==> src/rtl/cp0_tlb_regs_pkg.sv <==
// CP0 TLB register bank shared definitions.
// Register numbers, field positions and sequencer state encoding.
package cp0_defs;

  localparam logic [4:0] CP0_INDEX    = 5'd0;
  localparam logic [4:0] CP0_ENTRYLO0 = 5'd2;
  localparam logic [4:0] CP0_ENTRYLO1 = 5'd3;
  localparam logic [4:0] CP0_CONTEXT  = 5'd4;
  localparam logic [4:0] CP0_BADVADDR = 5'd8;
  localparam logic [4:0] CP0_ENTRYHI  = 5'd10;

  localparam int IDX_P_BIT    = 31;
  localparam int EL_W         = 30;
  localparam int EH_VPN2_LSB  = 13;
  localparam int EH_ASID_W    = 8;
  localparam int CTX_BASE_LSB = 23;
  localparam int CTX_VPN2_LSB = 4;

  localparam logic [1:0] ST_IDLE  = 2'd0;
  localparam logic [1:0] ST_WRITE = 2'd1;
  localparam logic [1:0] ST_PROBE = 2'd2;
  localparam logic [1:0] ST_CAPT  = 2'd3;

endpackage

==> src/rtl/cp0_tlb_regs.sv <==
// CP0 TLB register bank and TLB command sequencer.
// Drives TLBWI/TLBP pulses to the MMU and captures probe results.
module cp0_tlb_regs
  import cp0_defs::*;
#(
  parameter int IDX_W = 4
) (
  input  logic              clk,
  input  logic              rst,
  input  logic              mtc0_we,
  input  logic [4:0]        mtc0_addr,
  input  logic [31:0]       mtc0_data,
  input  logic [4:0]        rd_addr,
  output logic [31:0]       rd_data,
  input  logic              tlbwi_req,
  input  logic              tlbp_req,
  input  logic              exc_tlb,
  input  logic [31:0]       exc_vaddr,
  input  logic [31:0]       tlbp_result,
  output logic [85+IDX_W:0] tlb_config,
  output logic              tlbwi,
  output logic              tlbp,
  output logic [7:0]        asid,
  output logic              busy
);

  logic [1:0]       state;
  logic             idx_p;
  logic [IDX_W-1:0] idx_val;
  logic [EL_W-1:0]  lo0;
  logic [EL_W-1:0]  lo1;
  logic [8:0]       ctx_base;
  logic [18:0]      ctx_vpn2;
  logic [31:0]      badvaddr;
  logic [18:0]      hi_vpn2;
  logic [7:0]       hi_asid;

  logic wr_index;
  logic wr_lo0;
  logic wr_lo1;
  logic wr_ctx;
  logic wr_hi;
  logic unused_bits;

  assign wr_index = mtc0_we && (mtc0_addr == CP0_INDEX);
  assign wr_lo0   = mtc0_we && (mtc0_addr == CP0_ENTRYLO0);
  assign wr_lo1   = mtc0_we && (mtc0_addr == CP0_ENTRYLO1);
  assign wr_ctx   = mtc0_we && (mtc0_addr == CP0_CONTEXT);
  assign wr_hi    = mtc0_we && (mtc0_addr == CP0_ENTRYHI);

  assign unused_bits = ^{mtc0_data[EH_VPN2_LSB-1:EH_ASID_W],
                         tlbp_result[IDX_P_BIT-1:IDX_W]};

  assign tlbwi = (state == ST_WRITE);
  assign tlbp  = (state == ST_PROBE);
  assign busy  = (state != ST_IDLE);
  assign asid  = hi_asid;

  assign tlb_config = {idx_val, hi_vpn2, hi_asid,
                       lo0[0] & lo1[0],
                       lo1[EL_W-1:1], lo0[EL_W-1:1]};

  // Sequencer: probe wins over write, requests ignored while busy.
  always_ff @(posedge clk) begin
    if (rst) begin
      state <= ST_IDLE;
    end else begin
      unique case (state)
        ST_IDLE: begin
          if (tlbp_req)
            state <= ST_PROBE;
          else if (tlbwi_req)
            state <= ST_WRITE;
        end
        ST_WRITE: state <= ST_IDLE;
        ST_PROBE: state <= ST_CAPT;
        default:  state <= ST_IDLE;
      endcase
    end
  end

  // Index: probe capture has priority over mtc0.
  always_ff @(posedge clk) begin
    if (rst) begin
      idx_p   <= 1'b0;
      idx_val <= '0;
    end else if (state == ST_CAPT) begin
      idx_p   <= tlbp_result[IDX_P_BIT];
      idx_val <= tlbp_result[IDX_W-1:0];
    end else if (wr_index) begin
      idx_val <= mtc0_data[IDX_W-1:0];
    end
  end

  // EntryLo0/EntryLo1 plain software-written registers.
  always_ff @(posedge clk) begin
    if (rst) begin
      lo0 <= '0;
      lo1 <= '0;
    end else begin
      if (wr_lo0)
        lo0 <= mtc0_data[EL_W-1:0];
      if (wr_lo1)
        lo1 <= mtc0_data[EL_W-1:0];
    end
  end

  // Context, BadVAddr, EntryHi: a TLB exception owns the whole EntryHi.
  always_ff @(posedge clk) begin
    if (rst) begin
      ctx_base <= '0;
      ctx_vpn2 <= '0;
      badvaddr <= '0;
      hi_vpn2  <= '0;
      hi_asid  <= '0;
    end else begin
      if (wr_ctx)
        ctx_base <= mtc0_data[31:CTX_BASE_LSB];
      if (exc_tlb) begin
        badvaddr <= exc_vaddr;
        ctx_vpn2 <= exc_vaddr[31:EH_VPN2_LSB];
        hi_vpn2  <= exc_vaddr[31:EH_VPN2_LSB];
      end else if (wr_hi) begin
        hi_vpn2  <= mtc0_data[31:EH_VPN2_LSB];
        hi_asid  <= mtc0_data[EH_ASID_W-1:0];
      end
    end
  end

  // Combinational CP0 read mux, zero for unmapped numbers.
  always_comb begin
    rd_data = '0;
    unique case (1'b1)
      (rd_addr == CP0_INDEX): begin
        rd_data[IDX_P_BIT]   = idx_p;
        rd_data[IDX_W-1:0]   = idx_val;
      end
      (rd_addr == CP0_ENTRYLO0):
        rd_data[EL_W-1:0] = lo0;
      (rd_addr == CP0_ENTRYLO1):
        rd_data[EL_W-1:0] = lo1;
      (rd_addr == CP0_CONTEXT):
        rd_data = {ctx_base, ctx_vpn2,
                   {CTX_VPN2_LSB{1'b0}}};
      (rd_addr == CP0_BADVADDR):
        rd_data = badvaddr;
      (rd_addr == CP0_ENTRYHI):
        rd_data = {hi_vpn2, 5'b0, hi_asid};
      default:
        rd_data = '0;
    endcase
  end

endmodule

==> config.mk <==
export PLATFORM = sky130hd
export DESIGN_NAME = cp0_tlb_regs
export DESIGN_NICKNAME = d
export VERILOG_FILES = /design/src/rtl/cp0_tlb_regs_pkg.sv /design/src/rtl/cp0_tlb_regs.sv
export SDC_FILE = /design/constraint.sdc
export NUM_CORES = 1
export LEC_CHECK = 0
export BUFFER_PORTS_ARGS = -buffer_cell sky130_fd_sc_hd__clkbuf_2
export CORE_MARGIN = 3
export CORE_UTILIZATION = 40
export CTS_CLUSTER_SIZE = 30
export DETAILED_ROUTE_END_ITERATION = 8
export PLACE_DENSITY = 0.67
export SYNTH_ARGS = -nofsm -noshare
export SYNTH_HDL_FRONTEND = slang
export SYNTH_SLANG_ARGS = --single-unit
==> constraint.sdc <==
create_clock -name clk -period 3.04 [get_ports clk]
set_input_delay 0.608 -clock clk [delete_from_list [all_inputs] [get_ports clk]]
set_output_delay 0.608 -clock clk [all_outputs]
set_load 0.02 [all_outputs]
==> impl_metrics.yaml <==
status:
  status: "finished clean"
power:
  combPwrFrac_pct: 9.2
  leakage_nw: 3.82
  ir_drop_v: 0.000372
  p_per_area_nw_per_um2: 546
  p_seq_share_pct: 42.6
  switching_share_pct: 24.7
  finalPower_mw: 4.40
  p_int_mw: 3.31
  pwr-share-clk_pct: 48.2
  switchingPower_mw: 1.09
detailed_routing:
  antenna_left: 0
  dr.pass1.iters: 5
  dr.first_iter.drc_count: 471
  via_count: 6230
  drc: 0
  via_per_inst: 5.25
  wire_per_inst_um: 18.1
  wl_um: 21500
grt:
  grt_usage_pct: 23.5
  overflow: 0
  grt_max_degree: 62
  antenna_found_initial: 1
  grt_pass1_vias: 5839
  grt_pass1_wl_um: 32900
place:
  dp_slack_ns: 0.288
  place.port_buffers: 217
  gp_congestion: 0.805
  dp_hpwl_um: 15100
  dp.cells: 1155
  placed_area_um2: 7460
finish:
  diodes: 0
  area_growth_pct: 22.6
  utilization_pct: 50.4
  final_layout_size_suffix_gt1_share_pct: 29.8
  nets: 1070
  stdcell_count: 1187
  fin_area_um2: 8060
timing:
  max_freq_ghz: 0.367
  setup_ws_ns: 0.318
  final_hold_viol_count: 0
  fin_setup_tns_ns: 0
  rsz0062_at_grt: "false"
  period_minus_slack_ns: 2.72
  fin_hold_ws_ns: 0.421
  slew_headroom_pct: 41.9
  maxSlewViolCount: 0
  fin_skew_ns: 0.00555
  fin_crit_sh_pct: 89.5
  tightest_slew_ns: 0.870
  setup_violations: 0
worst_setup_path:
  reg2reg_to: "idx_val[2]"
  ff2ff_path_depth: 2
  rrSetupSlack_ns: 2.01
  slowest_stage: "or3_1"
  worstPathArrival_ns: 2.11
  path_cells: "clkbuf_2 > or3_1 > nor3b_4 > buf_4 > a22oi_1 > nand2_1 > clkbuf_2"
  cp-end-kind: "output port"
  r2r-start: "state[1]"
  start_kind: "input port"
  cpMostUsedCell: "clkbuf_2"
  path_max_fanout: 12
  required_ns: 2.43
  critical_path_class: "in -> out"
  max_stage_delay_ns: 0.48
worst_hold_path:
  hold_class: "in -> reg"
  hold_depth: 3
  hold_path_end: "badvaddr[7]"
  hold_start: "exc_vaddr[7]"
cts:
  ctsHoldBuffers: 0
  cts-root-buf: "clkbuf_16"
  h-tree-depth: 4
  cts_sinks: 135
  clkTransAtPathRegs_ns: 0.06
  cts_tree: "yes"
  cts_max_path_buffers: 2
  cts_buffers: 17
  clock_latency_ns: 0.42
  postCtsSetupRepairBufs: 0
  cts_resized: 0
logic_synthesis:
  synth-seq-cells: 135
  synthTopCellsByArea: "dfxtp_1, nand2_1, mux2i_1, buf_4, a21oi_1"
  yosys-top-cells-count: "nand2_1, dfxtp_1, a21oi_1"
  synth_top_area_cell: "dfxtp_1"
  postSynthAreaPerCell_um2: 8.07
  async_reset_ff_share_pct: 0
  synth_fp_nets: 927
  ys.flop_type: "dfxtp_1"
  yosysWarningCount: 0
  synth_edf_count: 0
  yosysMostFrequentCell: "nand2_1"
  netlist_area_um2: 6580
  synth_cells: 815
  ys_types: 37
  yosysSeqAreaShare_pct: 41.1
  synth_top_area_share_pct: 41.1
floorplan:
  fp.dieH_um: 134
  coreArea_um2: 16000
  initial_core_util_pct: 41.1
  die_area_um2: 18000
  die_w_um: 134
  rows: 46
  ioPinCount: 245
job:
  max-cap-violations: 0
[cells in the final DEF (no fill, tap or decap), types with 2 or more instances in the layout]
cell,count
clkbuf_2,215
nand2_1,196
dfxtp_1,135
a21oi_1,82
nor2_1,74
mux2i_1,71
a221oi_1,41
buf_4,30
inv_1,21
clkbuf_16,17
nand3b_1,14
a22oi_1,13
a31oi_1,7
nand3_1,4
a211oi_1,4
clkinv_2,4
a222oi_1,3
nor3_1,3
nor2b_1,3
bufinv_16,3
clkinvlp_4,3
buf_12,3
nor4_2,2
nand2b_1,2
clkbuf_8,2
[how the worst max path moves through the flow]
stage	depth (start not counted)	from	endpoint
final	7	rd_addr[4]	rd_data[9]
after global routing	8	rd_addr[2]	rd_data[4]
after CTS	8	rd_addr[2]	rd_data[4]
after detailed placement	8	rd_addr[2]	rd_data[4]
after global placement	7	rd_addr[1]	rd_data[13]
after floorplan	4	rd_addr[2]	rd_data[31]
[final cells by class]
class,instances,area [um^2]
clock buffers,20,457
clock inverters,12,150
fillers,1611,7940
inverters,21,78.8
multi-input cells,535,3040
flip-flops and latches,135,2700
well taps,216,270
repair buffers,248,1360
[layer usage]
metal / global-route usage [%] / vias to the layer above / share of wire, %
li1: - / 3006 / -
met1: 30.8 / 2959 / 44
met2: 39.0 / 236 / 48
met3: 5.36 / 27 / 6.6
met4: 6.96 / 2 / 1.7
met5: 0 / - / 0.060
[logic make-up after synthesis]
family / after synthesis / share of synthesized area, %
and+or+nand+nor: 313 / 20.4
AOI/OAI and AO/OA: 151 / 14.8
muxes: 71 / 10.8
DFF: 135 / 41.1
buffers and inverters: 145 / 12.9
[critical path, delay by kind of cell]
kind / cells / cell delay, ns
and+or+nand+nor: 3 / 0.79
buffers and inverters: 3 / 0.58
AOI/OAI and AO/OA: 1 / 0.12
[power by group through the flow]
stage | Sequential (mW) | Clock, mW | Combinational, mW
after CTS | 1.87 | 2.15 | 0.407
after detailed placement | 1.91 | 0 | 0.404
after global placement | 1.91 | 0 | 0.401
after floorplan | 1.92 | 0 | 0.212
after global routing | 1.88 | 2.23 | 0.441
final | 1.87 | 2.12 | 0.406
[flip-flops by register name, indices dropped and copies added, names as in the netlist]
register,flops
asid,8
lo0,30
ctx_base,9
ctx_vpn2,19
idx_val,4
lo1,30
badvaddr,13
state,2
idx_p,1
hi_vpn2,19
No activity file was read; power rests on OpenSTA's default activity.
